## src/rtl/mem_bus_pkg.sv

```systemverilog
// Shared types for the CPU-side memory bus: sequencer states, master ids, read mask.
// Pure definitions; no timing or flow control of its own.
package mem_bus_pkg;

   typedef enum logic [1:0] {
      IDLE  = 2'd0,
      ISSUE = 2'd1,
      WAIT  = 2'd2,
      RESP  = 2'd3
   } state_t;

   localparam logic M0 = 1'b0;
   localparam logic M1 = 1'b1;

   localparam logic [3:0] WMASK_READ = 4'b0000;

endpackage

```

## src/rtl/rr_arbiter2.sv

```systemverilog
// Two-way round-robin or fixed-priority select; combinational grant, last_grant flop.
// Zero latency; grant is only recorded when gnt_en_i is high, so the caller can stall.
module rr_arbiter2 #(
   parameter bit PRIO_FIXED = 1'b0
) (
   input  logic       clk_i,
   input  logic       rst_n_i,
   input  logic [1:0] req_i,
   input  logic       gnt_en_i,
   output logic       gnt_vld_o,
   output logic       gnt_id_o
);
   import mem_bus_pkg::*;

   logic last_grant;

   always_comb begin
      gnt_vld_o = |req_i;
      gnt_id_o  = M0;
      if (req_i == 2'b11)
         gnt_id_o = PRIO_FIXED ? M1 : ((last_grant == M0) ? M1 : M0);
      else if (req_i[1])
         gnt_id_o = M1;
   end

   // Reset to M1 so that M0 wins the very first tie.
   always_ff @(posedge clk_i or negedge rst_n_i) begin
      if (!rst_n_i)
         last_grant <= M1;
      else if (gnt_en_i && gnt_vld_o)
         last_grant <= gnt_id_o;
   end

endmodule

```

## src/rtl/mem_arbiter.sv

```systemverilog
// Serialises M0/M1 onto one memory bus; write acks at T+1, read acks at T+2+RD_LATENCY.
// No backpressure from the bus; masters hold req until ack and are ignored while busy.
module mem_arbiter #(
   parameter int ADDR_W     = 32,
   parameter int RD_LATENCY = 1,
   parameter int PRIO_FIXED = 0
) (
   input  logic              clk_i,
   input  logic              rst_n_i,
   input  logic              m0_req_i,
   input  logic [ADDR_W-1:0] m0_addr_i,
   input  logic [3:0]        m0_wmask_i,
   input  logic [31:0]       m0_wdata_i,
   output logic              m0_ack_o,
   output logic [31:0]       m0_rdata_o,
   input  logic              m1_req_i,
   input  logic [ADDR_W-1:0] m1_addr_i,
   input  logic [3:0]        m1_wmask_i,
   input  logic [31:0]       m1_wdata_i,
   output logic              m1_ack_o,
   output logic [31:0]       m1_rdata_o,
   output logic [ADDR_W-1:0] bus_addr_o,
   output logic              bus_rstrb_o,
   output logic [3:0]        bus_wmask_o,
   output logic [31:0]       bus_wdata_o,
   input  logic [31:0]       bus_rdata_i,
   output logic              busy_o
);
   import mem_bus_pkg::*;

   localparam logic [3:0] LAT = 4'(RD_LATENCY);

   state_t            state;
   logic              gnt_id;
   logic [3:0]        cnt;
   logic              arb_vld;
   logic              arb_id;
   logic [ADDR_W-1:0] sel_addr;
   logic [3:0]        sel_wmask;
   logic [31:0]       sel_wdata;

   rr_arbiter2 #(.PRIO_FIXED(PRIO_FIXED != 0)) u_arb (
      .clk_i     (clk_i),
      .rst_n_i   (rst_n_i),
      .req_i     ({m1_req_i, m0_req_i}),
      .gnt_en_i  (state == IDLE),
      .gnt_vld_o (arb_vld),
      .gnt_id_o  (arb_id)
   );

   assign sel_addr  = (arb_id == M1) ? m1_addr_i  : m0_addr_i;
   assign sel_wmask = (arb_id == M1) ? m1_wmask_i : m0_wmask_i;
   assign sel_wdata = (arb_id == M1) ? m1_wdata_i : m0_wdata_i;
   assign busy_o    = (state != IDLE);

   // The bus_* registers double as the request latch: loaded on grant, cleared on return to IDLE.
   always_ff @(posedge clk_i or negedge rst_n_i) begin
      if (!rst_n_i) begin
         state       <= IDLE;
         gnt_id      <= M0;
         cnt         <= '0;
         bus_addr_o  <= '0;
         bus_wdata_o <= '0;
         bus_wmask_o <= WMASK_READ;
         bus_rstrb_o <= 1'b0;
         m0_ack_o    <= 1'b0;
         m1_ack_o    <= 1'b0;
         m0_rdata_o  <= '0;
         m1_rdata_o  <= '0;
      end else begin
         bus_rstrb_o <= 1'b0;
         bus_wmask_o <= WMASK_READ;
         m0_ack_o    <= 1'b0;
         m1_ack_o    <= 1'b0;
         case (state)
            IDLE: begin
               if (arb_vld) begin
                  gnt_id      <= arb_id;
                  bus_addr_o  <= sel_addr;
                  bus_wdata_o <= sel_wdata;
                  bus_wmask_o <= sel_wmask;
                  bus_rstrb_o <= (sel_wmask == WMASK_READ);
                  // A write completes in the strobe cycle itself.
                  if (sel_wmask != WMASK_READ) begin
                     m0_ack_o <= (arb_id == M0);
                     m1_ack_o <= (arb_id == M1);
                  end
                  state <= ISSUE;
               end
            end
            ISSUE: begin
               if (bus_wmask_o != WMASK_READ) begin
                  bus_addr_o  <= '0;
                  bus_wdata_o <= '0;
                  state       <= IDLE;
               end else begin
                  cnt   <= LAT;
                  state <= WAIT;
               end
            end
            WAIT: begin
               cnt <= cnt - 4'd1;
               if (cnt == 4'd1) begin
                  if (gnt_id == M1) m1_rdata_o <= bus_rdata_i;
                  else              m0_rdata_o <= bus_rdata_i;
                  m0_ack_o <= (gnt_id == M0);
                  m1_ack_o <= (gnt_id == M1);
                  state    <= RESP;
               end
            end
            RESP: begin
               bus_addr_o  <= '0;
               bus_wdata_o <= '0;
               state       <= IDLE;
            end
            default: state <= IDLE;
         endcase
      end
   end

endmodule

```

## config.mk

```make
export PLATFORM = sky130hd
export DESIGN_NAME = mem_arbiter
export DESIGN_NICKNAME = d
export VERILOG_FILES = /design/src/rtl/mem_bus_pkg.sv /design/src/rtl/rr_arbiter2.sv /design/src/rtl/mem_arbiter.sv
export SDC_FILE = /design/constraint.sdc
export NUM_CORES = 1
export LEC_CHECK = 0
export BUFFER_PORTS_ARGS = -buffer_cell sky130_fd_sc_hd__buf_2
export CAP_MARGIN = 5
export CORE_MARGIN = 2
export CORE_UTILIZATION = 41
export DETAILED_ROUTE_END_ITERATION = 8
export GPL_TIMING_DRIVEN = 1
export MAX_ROUTING_LAYER = met4
export PLACE_DENSITY_LB_ADDON = 0.1
export SYNTH_ARGS = -nofsm -noshare
export SYNTH_HDL_FRONTEND = slang
export SYNTH_SLANG_ARGS = --single-unit
```

## constraint.sdc

```tcl
create_clock -name clk_i -period 1.8 [get_ports clk_i]
set_input_delay 0.18 -clock clk_i [delete_from_list [all_inputs] [get_ports clk_i]]
set_output_delay 0.18 -clock clk_i [all_outputs]
set_load 0.02 [all_outputs]
```

# Word level (Yosys, flattened, before mapping)
# Index checks and enable logic that the tools add are counted.
# word_totals
ramBits,0
rom_bits,0
output_inout_bits,136
inputBits,172
latchBits,0
n_memories,0
elab_cells,68
reg_bits,143
# classes
shifts,0
magnitude_cmp,0
n_bitwise,2
multipliers,0
n_addsub,1
eq_ne,9
n_mux,29
n_reduce_logical,15
n_div,0
# op_table
operator,count
case mux 32 bit (3 select lines),2
two-way mux 32 bit,5
two-way mux 4 bit,4
two-way mux 1 bit,11
AND reduction 3 bit,3
inequality test 2 bit (second input constant),4
case mux 2 bit (4 select lines),1
case mux 4 bit (2 select lines),1
nonzero test 4 bit,2
== test 2 bit (second input constant),3
two-way mux 2 bit,3
AND reduction 2 bit,3
== test 4 x 1 -> 1 bit (second input constant),1
zero test 4 bit,1
case mux 1 bit (2 select lines),2
nonzero test 2 bit,2
subtractor 4 x 1 -> 4 bit (second input constant),1
nonzero test 3 bit,1
== test 2 x 1 -> 1 bit (second input constant),1
zero test 2 bit,1
NOT 1 bit,2
OR reduction 2 bit,1
logical AND 1 bit,1

# Longest topological paths before layout
# depth
ltp_word,7
mapped_depth,7
mapped_depth_nobuf,5

# By module
# Synthesis repeated with hierarchy kept, for this count alone.
# hier_totals
cells_unflattened,415
hier_area_um2,6216.0
# modules_own_cells
mod,cells_each,area_per_inst_um2,seq_area_each_um2,instances
mem_arbiter,410,6164.7,3553.4,1
rr_arbiter2,5,51.3,26.3,1

# Least setup slack after synthesis
# OpenSTA, ideal clock, no wires.
# synth_path
path_type,register -> register
startpoint,register cnt[1]
endpoint,register m1_rdata_o[10]
arrival_time_ns,1.709
path_stages_with_launch,8
n_path_buf,2
path_slack_ns,-0.034
setup_ns,0.125
cell_sequence,dfrtp_1 inv_1 ha_1 nand2b_1 or4b_4 buf_6 buf_12 mux2_4
# synth_between
elab_chain_len,2
# synth_lines
item,line_no,text
from (decl),mem_arbiter.sv:35,logic [3:0] cnt;
from (signal assigned),mem_arbiter.sv:102,cnt <= cnt - 4'd1;
== test 4 x 1 -> 1 bit,mem_arbiter.sv:103,if (cnt == 4'd1) begin
AND reduction 3 bit (no source line),--,
to (signal assigned),mem_arbiter.sv:104,if (gnt_id == M1) m1_rdata_o <= bus_rdata_i;
to (decl),mem_arbiter.sv:21,"output logic [31:0] m1_rdata_o,"
# No other way between the ends.
# A chain may end at the register's enable or synchronous reset.

# Final worst setup path
# layout_path
startpoint,register cnt[1]
endpoint,register m1_rdata_o[3]
# The elaborated chain is that of the path after synthesis.

==> reports/metrics.cfg <==
[power]
finalPower_mw = 16.47
leakagePower_nw = 4.588
p_per_area_mw_per_mm2 = 1820
ir_worst_vdd_v = 0.0008419

[global_routing]
grt_pass1_vias = 4950
grt_pass1_wl_mm = 26.21
grt_max_degree = 55
overflow = 0
grt_usage = 0.2181
grt_antenna_before_repair = 0

[drt]
post_drt_wl_per_cell_um = 17.87
vias_per_cell = 4.970
totalWireLength_mm = 17.22
post-route-drc-count = 0
drtIter0Drc = 179
firstDrtPassIters = 4
vias = 4791
final_antenna_net_count = 0

[cts]
cts.sinks = 143
cts_buffer_depth = 2
cts_tree = yes
cts.htree.levels = 4
clock_latency_ps = 420
cts_made_buffers = 17
root_buffer = clkbuf_16
path_clk_slew_ps = 60

[yosys]
synth_top_family_by_area = multiplexers
synth_simple_gate_area_frac = 0.02564
synthArstFlopShare = 1.000
synthCells = 414
synthMuxAreaShare = 0.2489
synth-compound-area-share = 0.1070
synth_xor_area_frac = 0.001425
synthesis.nets = 588
ys_ff_latch = 143
synthAdderAreaFrac = 0.004070
ys_types = 38
synth_edf_count = 0
netlist_area_mm2 = 0.006148
yosysWarnings = 0
synth.avg_cell_area_um2 = 14.85
yosysSeqAreaShare = 0.5822
synth_flop_cell = dfrtp_1

[floorplanning]
start_util = 0.4214
io_pins = 308
die-area_mm2 = 0.01599
std_cell_rows = 44
core_mm2 = 0.01459
die_h_um = 126.5
die_w_um = 126.5

[sta]
hold_viol_final = 0
tightest_slew_ps = 727.3
layout_setup_ws_ps = -40.48
maxSlewViolCount = 0
period_minus_slack_ps = 1840
clock_skew_ps = 4.924
setup_viol = 26
min_period_over_period = 1.022
max_freq_ghz = 0.5433
slew_headroom = 0.5133
rsz0062_at_grt = yes

[finish]
finalNonFillerCells = 964
drive_gt1_frac = 0.5769
fin_nets = 941
fillerInstances = 1180
num_antenna_cells = 0
area_delta_synth_final_pct = 47.23

[place]
post-dp-hpwl_mm = 12.61
post-place-ws_ps = -14.42
port_buffers = 307
place_congestion = 0.8101
dp.cells = 905

[setup_path]
critPathMaxFanout = 7
cp_top_family = simple AND/OR/NAND/NOR gates
crit_buf_inv = 2
worstPathRequired_ps = 2100
slowest_delay_ps = 550
cp-start-kind = register
cp_slowest_cell = or4b_4
endpoint_kind = register
cp.arrival_ps = 2140
cp_cell_sequence = inv_2 > ha_4 > nand2b_4 > or4b_4 > clkbuf_16 > mux2_4
path_class = reg2reg

[outcome]
violations = negative setup slack
status = finished with violations

[run]
max_cap_violations = 0

[hold_path]
min_path_type = in2reg

-- state kept, by name, indices dropped and copies added, names as in the netlist, 4 cells and up, named ones only --
name / flops
m1_rdata_o: 32
m0_rdata_o: 32
cnt: 4
bus_wdata_o: 32
bus_addr_o: 32
bus_wmask_o: 4
-- layout make-up --
cell class	instances	area, µm²	share of cell area
Sequential cell	143	3581	0.3956
Clock buffer	17	425.4	0.04699
Tap cell	184	230.2	0.02543
Clock inverter	15	209.0	0.02308
Inverter	3	11.26	0.001244
Multi-Input combinational cell	240	2459	0.2716
Timing Repair Buffer	362	2137	0.2361
-- synthesized netlist by cell type (all sizes together) (2+ instances only) --
cell type | n | area share
nand2 | 2 | 0.0012
dfrtp | 142 | 0.58
a21oi | 2 | 0.0016
or4b | 2 | 0.0039
o21ai | 2 | 0.0016
inv | 3 | 0.0018
buf | 17 | 0.022
o2bb2ai | 65 | 0.093
mux2 | 64 | 0.13
o31ai | 2 | 0.0024
nor4 | 4 | 0.0051
nor2 | 8 | 0.0049
nand2b | 3 | 0.0043
ha | 2 | 0.0041
mux2i | 70 | 0.11
clkbuf | 11 | 0.0067
-- per-stage QoR --
step | hold slack [ps] | TNS, ps | utilization | area (µm²)
floorplan | -115.6 | -973.8 | - | 6148
global placement | 80.99 | 0 | 0.5555 | 8104
detailed placement | 82.27 | -118.6 | 0.5555 | 8104
CTS | 0.1872 | -16.54 | 0.6154 | 8979
global route | 5.908 | -1717 | 0.6205 | 9052
finish | 18.30 | -652.9 | 0.6205 | 9052
-- cell families (layout without fill, tap and decap cells) --
logic type,count (synthesis),count (layout)
and+or+nand+nor,25,25
DFF,143,143
AOI/OAI and AO/OA,78,78
buffers and inverters,31,397
adders and majority gates,2,2
muxes,134,134
xor gates and xnor gates,1,1
-- metal layers --
| layer | part of all wire | vias to the layer above | GRT usage | wire length (µm) |
|---|---|---|---|---|
| met4 | 0.022 | 0 | 0.08209 | 376 |
| met3 | 0.058 | 28 | 0.05272 | 1006 |
| met5 | 0 | - | - | 0 |
| met2 | 0.50 | 179 | 0.3589 | 8538 |
| li1 | - | 2269 | - | - |
| met1 | 0.42 | 2315 | 0.2612 | 7302 |
-- layout by cell type, fill, tap and decap left out, drive strengths merged, types with 2 or more instances in the layout --
| master | Yosys | routed |
|---|---|---|
| a21oi | 2 | 2 |
| nor4 | 4 | 4 |
| mux2 | 64 | 64 |
| inv | 3 | 7 |
| clkbuf | 11 | 18 |
| clkinvlp | 0 | 2 |
| or4b | 2 | 2 |
| o21ai | 2 | 2 |
| bufinv | 0 | 4 |
| nand2b | 3 | 3 |
| ha | 2 | 2 |
| nand2 | 2 | 2 |
| buf | 17 | 337 |
| dlygate4sd3 | 0 | 24 |
| clkinv | 0 | 5 |
| o2bb2ai | 65 | 65 |
| nor2 | 8 | 8 |
| dfrtp | 142 | 142 |
| mux2i | 70 | 70 |
| o31ai | 2 | 2 |
-- timing repair --
item                                    4_1_cts  5_1_grt
endpoints found under the hold margin       162        0
resized for setup                             1        6
setup buffers                                 0        1
hold buffers                                 24        0
gates cloned                                  0        2
endpoints found under the setup margin       24      107
-- worst paths after layout --
| path | from | end | slack, ps | cells after the start |
|---|---|---|---|---|
| max | cnt[1]$_DFFE_PN0P_ | m1_rdata_o[3]$_DFFE_PN0P_ | -40 | 6 |
| min | bus_rdata_i[4] | m0_rdata_o[4]$_DFFE_PN0P_ | 20 | 2 |
| max reg2reg | cnt[1]$_DFFE_PN0P_ | m1_rdata_o[3]$_DFFE_PN0P_ | -40 | 6 |
| min reg2reg | bus_addr_o[30]$_DFFE_PN0P_ | bus_addr_o[30]$_DFFE_PN0P_ | 480 | 1 |
| max in group asynchronous | rst_n_i | m0_rdata_o[2]$_DFFE_PN0P_ | 1030 | 3 |
| min in group asynchronous | rst_n_i | bus_addr_o[21]$_DFFE_PN0P_ | 200 | 2 |
-- power by group --
part	internal [mW]	switching, mW	leakage, nW
Sequential	4.67	0.819	1.76
Clock	2.34	1.41	0.306
Combinational	3.07	4.17	2.52
Note: power is estimated with default switching activity, not from simulation.
